**config.mk**
```make
export PLATFORM = sky130hd
export DESIGN_NAME = uart_rx_frame_receiver
export DESIGN_NICKNAME = d
export VERILOG_FILES = /design/src/rtl/uart_rx_frame_receiver.sv
export SDC_FILE = /design/constraint.sdc
export NUM_CORES = 1
export LEC_CHECK = 0
export CAP_MARGIN = 20
export CORE_MARGIN = 2
export CORE_UTILIZATION = 38
export DETAILED_ROUTE_END_ITERATION = 16
export GPL_TIMING_DRIVEN = 0
export SLEW_MARGIN = 20
export SYNTH_ARGS = -nofsm -noshare
export SYNTH_HDL_FRONTEND = slang
export SYNTH_SLANG_ARGS = --single-unit
export TNS_END_PERCENT = 30
```
**constraint.sdc**
```tcl
create_clock -name CLK -period 3.8 [get_ports CLK]
set_input_delay 0.76 -clock CLK [delete_from_list [all_inputs] [get_ports CLK]]
set_output_delay 0.76 -clock CLK [all_outputs]
set_load 0.01 [all_outputs]
```
**src/rtl/uart_rx_frame_receiver.sv**
```systemverilog
// rtl/uart_rx_frame_receiver.sv - UART receive engine: oversampled start detect, 3-sample majority, LSB-first deserializer, parity/stop check.
// Optional RX_INPUT_SYNC_EN: 2-flop synchronizer on RX_IN (reset to 1) ahead of all logic.
module uart_rx_frame_receiver #(
    parameter int DATA_WIDTH = 8,
    parameter int PRESC_W    = 6
) (
    input  logic                  CLK,
    input  logic                  RST,
    input  logic                  RX_IN,
    input  logic [PRESC_W-1:0]    PRESCALE,
    input  logic                  PAR_EN,
    input  logic                  PAR_TYP,
    output logic [DATA_WIDTH-1:0] P_DATA,
    output logic                  DATA_VALID,
    output logic                  PAR_ERR,
    output logic                  STP_ERR
);

    localparam int BIT_W = (DATA_WIDTH > 1) ? $clog2(DATA_WIDTH) : 1;
    localparam logic [BIT_W-1:0] LAST_BIT = BIT_W'(DATA_WIDTH - 1);

    typedef enum logic [2:0] {
        IDLE,
        START,
        DATA,
        PARITY,
        STOP
    } state_t;

    state_t state, next_state;

    logic                  rx;
    logic [PRESC_W-1:0]    presc_legal;
    logic [PRESC_W-1:0]    presc_q;
    logic [PRESC_W-1:0]    half;
    logic [PRESC_W-1:0]    edge_cnt;
    logic [BIT_W-1:0]      bit_cnt;
    logic                  par_en_q;
    logic                  par_typ_q;
    logic [2:0]            samples;
    logic [DATA_WIDTH-1:0] shift_reg;
    logic                  bit_end;
    logic                  sample_act;
    logic                  maj;
    logic                  exp_par;
    logic                  start_glitch;

`ifdef RX_INPUT_SYNC_EN
    logic [1:0] rx_sync;

    always_ff @(posedge CLK or negedge RST) begin
        if (!RST) begin
            rx_sync <= 2'b11;
        end else begin
            rx_sync <= {rx_sync[0], RX_IN};
        end
    end

    assign rx = rx_sync[1];
`else
    assign rx = RX_IN;
`endif

    // Anything other than 16 or 32 falls back to 8x oversampling.
    always_comb begin
        presc_legal = PRESC_W'(8);
        if (PRESCALE == PRESC_W'(16) || PRESCALE == PRESC_W'(32)) begin
            presc_legal = PRESCALE;
        end
    end

    assign half         = presc_q >> 1;
    assign bit_end      = (edge_cnt == presc_q - PRESC_W'(1));
    assign sample_act   = (edge_cnt == half + PRESC_W'(1));
    assign maj          = (samples[0] & samples[1]) | (samples[0] & samples[2]) |
                          (samples[1] & samples[2]);
    assign exp_par      = par_typ_q ? ~^shift_reg : ^shift_reg;
    assign start_glitch = (state == START) && sample_act && maj;

    always_ff @(posedge CLK or negedge RST) begin
        if (!RST) begin
            state <= IDLE;
        end else begin
            state <= next_state;
        end
    end

    always_comb begin
        next_state = state;
        case (state)
            IDLE: begin
                if (!rx) next_state = START;
            end
            START: begin
                if (start_glitch)  next_state = IDLE;
                else if (bit_end)  next_state = DATA;
            end
            DATA: begin
                if (bit_end && bit_cnt == LAST_BIT) next_state = par_en_q ? PARITY : STOP;
            end
            PARITY: begin
                if (bit_end) next_state = STOP;
            end
            STOP: begin
                if (bit_end) next_state = IDLE;
            end
            default: next_state = IDLE;
        endcase
    end

    always_ff @(posedge CLK or negedge RST) begin
        if (!RST) begin
            presc_q    <= PRESC_W'(8);
            par_en_q   <= 1'b0;
            par_typ_q  <= 1'b0;
            edge_cnt   <= '0;
            bit_cnt    <= '0;
            samples    <= 3'b111;
            shift_reg  <= '0;
            P_DATA     <= '0;
            DATA_VALID <= 1'b0;
            PAR_ERR    <= 1'b0;
            STP_ERR    <= 1'b0;
        end else begin
            DATA_VALID <= 1'b0;
            if (state == IDLE) begin
                edge_cnt <= '0;
                bit_cnt  <= '0;
                if (!rx) begin
                    presc_q   <= presc_legal;
                    par_en_q  <= PAR_EN;
                    par_typ_q <= PAR_TYP;
                    PAR_ERR   <= 1'b0;
                    STP_ERR   <= 1'b0;
                end
            end else begin
                edge_cnt <= bit_end ? '0 : edge_cnt + PRESC_W'(1);
                if (edge_cnt == half - PRESC_W'(2)) samples[0] <= rx;
                if (edge_cnt == half - PRESC_W'(1)) samples[1] <= rx;
                if (edge_cnt == half)               samples[2] <= rx;

                if (state == DATA && bit_end) begin
                    bit_cnt <= (bit_cnt == LAST_BIT) ? '0 : bit_cnt + BIT_W'(1);
                end

                // Majority decision lands two cycles after the middle sample.
                if (sample_act) begin
                    case (state)
                        DATA:    shift_reg <= {maj, shift_reg[DATA_WIDTH-1:1]};
                        PARITY:  if (maj != exp_par) PAR_ERR <= 1'b1;
                        STOP:    if (!maj) STP_ERR <= 1'b1;
                        default: ;
                    endcase
                end

                if (state == STOP && bit_end && !PAR_ERR && !STP_ERR) begin
                    P_DATA     <= shift_reg;
                    DATA_VALID <= 1'b1;
                end
            end
        end
    end

endmodule

```
Yosys cells after proc, flatten, opt, wreduce, memory -nomap -nowiden
Index checks and enable logic that the tools add are counted.
{ "word_totals": {"mem_bits_ro": 0, "out_inout_bits": 11, "latchBits": 0, "inputBits": 11, "memories": 0, "reg_bits": 42, "ram_bits": 0} }
{ "classes": {"n_bitwise": 7, "order_cmp": 0, "n_eq_ne": 19, "div_mod_pow": 0, "multipliers": 0, "mux": 26, "shifts": 0, "addsub": 6, "reduce_logical": 27} }
{ "ops": {"columns": ["operator", "count"], "rows": [
  ["$mux W3", 10],
  ["$eq A6 B6 Y1", 4],
  ["$mux W6", 3],
  ["$pmux W3 S5", 1],
  ["$mux W1", 12],
  ["$reduce_and A2 Y1", 5],
  ["$reduce_bool A2 Y1", 5],
  ["$ne A2 B2 Y1 const B", 4],
  ["$reduce_and A4 Y1", 2],
  ["$reduce_xnor A8 Y1", 1],
  ["$reduce_xor A8 Y1", 1],
  ["$logic_and A1 B1 Y1", 7],
  ["$add A5 B1 Y6 const B", 1],
  ["$add A6 B1 Y6 const B", 1],
  ["$eq A3 B2 Y1 const B", 2],
  ["$eq A3 B3 Y1 const B", 2],
  ["$eq A6 B5 Y1", 1],
  ["$eq A6 B5 Y1 const B", 1],
  ["$eq A6 B6 Y1 const B", 1],
  ["$sub A5 B1 Y6 const B", 1],
  ["$sub A5 B2 Y6 const B", 1],
  ["$sub A6 B1 Y6 const B", 1],
  ["$reduce_and A5 Y1", 1],
  ["$add A3 B1 Y3 const B", 1],
  ["other kinds (11)", 16]
]} }

Depth between registers and ports, before layout
{ "logic_depth": {"depth_word": 8, "mapped_depth": 9, "mapped_depth_nobuf": 8} }

Worst setup path before layout
OpenSTA, ideal clock, no wires.
{ "synth_timing": {"kind": "flip-flop to flip-flop", "startpoint": "register presc_q[1]", "endpoint": "register P_DATA[0]", "path_slack_ns": 0.957, "period_less_slack_ns": 2.843, "path_stages_with_launch": 10, "arrival_ns": 2.718, "setup_time_ns": 0.125, "path_cell_list": "dfrtp_1 clkbuf_1 inv_1 ha_1 or2b_1 a21o_1 a2111oi_2 nand2_2 nor4_4 mux2_2"} }
{ "synth_between": {"elab_chain_len": 6} }
{ "synth_lines": {"columns": ["element", "line_no", "source"], "rows": [
  ["from (decl)", "34", "logic [PRESC_W-1:0] presc_q;"],
  ["from (signal assigned)", "130", "presc_q <= presc_legal;"],
  ["$sub A6 B1 Y6", "73", "assign bit_end = (edge_cnt == presc_q - PRESC_W'(1));"],
  ["$eq A6 B6 Y1", "73", null],
  ["$logic_and A1 B1 Y1 (3 in a row)", "156", "if (state == STOP && bit_end && !PAR_ERR && !STP_ERR) begin"],
  ["$reduce_and A2 Y1 (no source line)", null, null],
  ["to (signal assigned)", "157", "P_DATA <= shift_reg;"],
  ["to (decl)", "13", "output logic [DATA_WIDTH-1:0] P_DATA,"]
]} }
Every way passes these cells.
A chain may end at the register's enable or synchronous reset.

Final worst setup path
{ "layout_timing": {"startpoint": "register presc_q[1]", "endpoint": "register P_DATA[4]"} }
The elaborated chain is that of the path after synthesis.

==> metrics.txt <==
status completed; post-CTS setup buffer count 0; Yosys warning total 0; sequential fraction of the synthesis area between 40% and 50%; Syn Inst Count 244; layout net count 294; final setup fails 0; Yosys top cell by area dfrtp_1; final setup TNS 0 ns; vias in the first global route about 1,800; Die Area 7300 sq um; Hold WC Path Type in -> async; Resized cells post-CTS 0; via/cell ratio 5.20; Startpoint Class register; routed len/inst approximately 14 microns; static leakage 1.28 nW; Fin. Hold Viols 0; RD Place Congestion approximately 0.88; dpl cell area 2840 sq um; Post-CTS Hold Fix Bufs 0; FF/Latch Area approximately 1100 sq um; Core Area about 6400 sq um; Routed met2 length 2330 microns; Post-Syn Nets 265; M1 wire length 2460 microns; WP data arrival 3.58 ns; #FFs+latches synth 42; Post-synth top flop dfrtp_1; largest net degree at the start of global routing 32; total CTS buffers 5; first-pass GRT wire length 8770 microns; Routed WL around 5000 microns; drt pass-1 iters 4; WL met3 118 microns; Synth top area share approximately 38%; EDFF count, synth 0; Async SR Flop Fraction 100%; antenna-violating nets left 0; critical path's largest stage delay 0.60 ns; Worst-Margin Slew 0.634 ns; starting density of the core 39.5%; Root Buffer clkbuf_8; CP max FO 9; grt ovf 0; H-tree depth 2; Max IR drop VDD 0.000296 V; Worst-path clk slew 0.08 ns; fmax approximately 0.29 GHz; Final HPWL DP 3770 microns; PortBufs 21; Crit-path slowest cell a2111oi_2; highest routed metal layer met4; Final min period 3.40 ns; CTS tree done; gr usage total 15.1%; Worst Setup Path Type reg -> reg; die width 85.5 microns; CP required 3.98 ns; Clk Latency, worst-skew pair between 0.2 and 0.3 ns; Netlist cell types 48; layout cells sized above 1 between 15 and 20%; CP Capture Type register; Die H about 85 microns; antenna cells 0; CP cell instances clkbuf_1 -> inv_1 -> ha_1 -> or2b_1 -> a21o_1 -> a2111oi_2 -> nand2_2 -> nor4_4 -> mux2_2; I/O pin cnt 22; CTS sink cnt between 40 and 50; Post-Syn Area per Cell 10.3 sq um; RSZ-0062 raised after global routing no; initial antenna violation count 0; DR iter-0 viols 39; crit-path leading delay family simple AND/OR/NAND/NOR gates; total number of vias 1,825; fillcell total 632; worst-case clock skew 0.00639 ns; Synth Cell Area approximately 2500 sq um; Max Cap Violations 0; crit share post-route 89.5%; DRC violations left 0; Syn-to-layout area delta 17.1%; Worst slew margin 57.4%; maximum clock path buffer count 2; power per cell area 551 nW/um^2; Crit path buffers/inverters 2; Slew Viols, Final 0; top cells by area, synth dfrtp_1, mux2_2, xnor2_1; Final Instance Area 2950 sq um; area of the multi-input gates around 1400 sq um; row cnt 29
layer usage:
| layer | vias to the layer above | GRT usage (%) |
|---|---|---|
| met2 | 22 | 24.3 |
| met4 | 0 | 4.33 |
| met1 | 886 | 20.5 |
| li1 | 909 | - |
| met5 | - | 0 |
| met3 | 8 | 3.11 |
worst paths after layout:
path	to	startpoint	slack (ns)	depth (start not counted)
setup / recovery	P_DATA[4]$_DFFE_PN0P_	presc_q[1]$_DFFE_PN0P_	0.40	9
min in group CLK	P_DATA[7]$_DFFE_PN0P_	P_DATA[7]$_DFFE_PN0P_	0.52	1
hold reg to reg	P_DATA[7]$_DFFE_PN0P_	P_DATA[7]$_DFFE_PN0P_	0.52	1
setup reg to reg	P_DATA[4]$_DFFE_PN0P_	presc_q[1]$_DFFE_PN0P_	0.40	9
hold / removal	bit_cnt[0]$_DFFE_PN0P_	RST	0.35	1
max in group asynchronous	presc_q[3]$_DFFE_PN1P_	RST	2.92	2
where the power goes:
part | switching (mW) | internal, mW
clock network | 0.149 | 0.193
logic | 0.373 | 0.306
registers | 0.0671 | 0.536
total | 0.590 | 1.04
metrics by stage:
| stage | util, % | worst slack (ns) | power, mW | hold slack [ns] | cells |
|---|---|---|---|---|---|
| finish | 46.2 | 0.398 | 1.63 | 0.346 | 351 |
| global route | 46.2 | 0.146 | 1.75 | 0.346 | 351 |
| global placement | 44.3 | 0.398 | 1.28 | 0.491 | 342 |
| floorplan | - | 0.957 | 1.13 | 0.464 | 244 |
| CTS | 46.2 | 0.387 | 1.65 | 0.343 | 351 |
| detailed placement | 44.5 | 0.388 | 1.29 | 0.500 | 343 |
layout by cell type (no fill, tap or decap), drive strengths merged, types with 2 or more instances in the layout:
cell	count
dfstp	4
nand2	12
o32ai	2
nand3	8
mux2i	4
nor3	8
a21o	2
a2111oi	2
dfrtp	38
a211oi	3
ha	10
clkdlybuf4s50	20
o21ai	6
a22oi	2
nor2	18
xor2	12
clkinv	2
nand4b	3
inv	13
or3	3
nor4	5
nand2b	2
mux2	22
buf	6
nor2b	3
clkbuf	14
a21oi	9
xnor2	25
cell type report:
type                       instances  area share (%)
sequential                        42            35.8
tap                               77            3.26
timing repair buffer              22            7.63
clock buffer                       5            2.33
clock inverter                     3            1.36
multi-input combinational        176            46.1
buffer                            13            1.91
inverter                          13            1.65
cells by family after synthesis:
family	after synthesis	share of synthesized area [%]
and+or+nand+nor	68	14.8
AOI/OAI and AO/OA	34	9.48
xor gates and xnor gates	37	12.9
DFF	42	41.9
muxes	26	11.4
buffers and inverters	26	4.17
adders and majority gates	11	5.36
synthesized netlist by cell type, types with 2 or more instances:
library cell  instances
xor2_1               12
clkbuf_1              8
o21ai_1               2
nand4b_1              3
nor4_1                3
nor2b_1               3
nor3_1                8
a211oi_1              3
o21ai_0               4
nor2_1               18
ha_1                 10
a22oi_1               2
a21oi_1               9
o32ai_1               2
mux2i_1               4
inv_1                13
nand2_1              11
buf_2                 2
dfstp_2               4
nand3_1               8
xnor2_1              25
dfrtp_1              38
mux2_2               22
nand2b_1              2
or3_1                 3
a21o_1                2
nor4_4                2
Note: power is estimated with default switching activity, not from simulation.
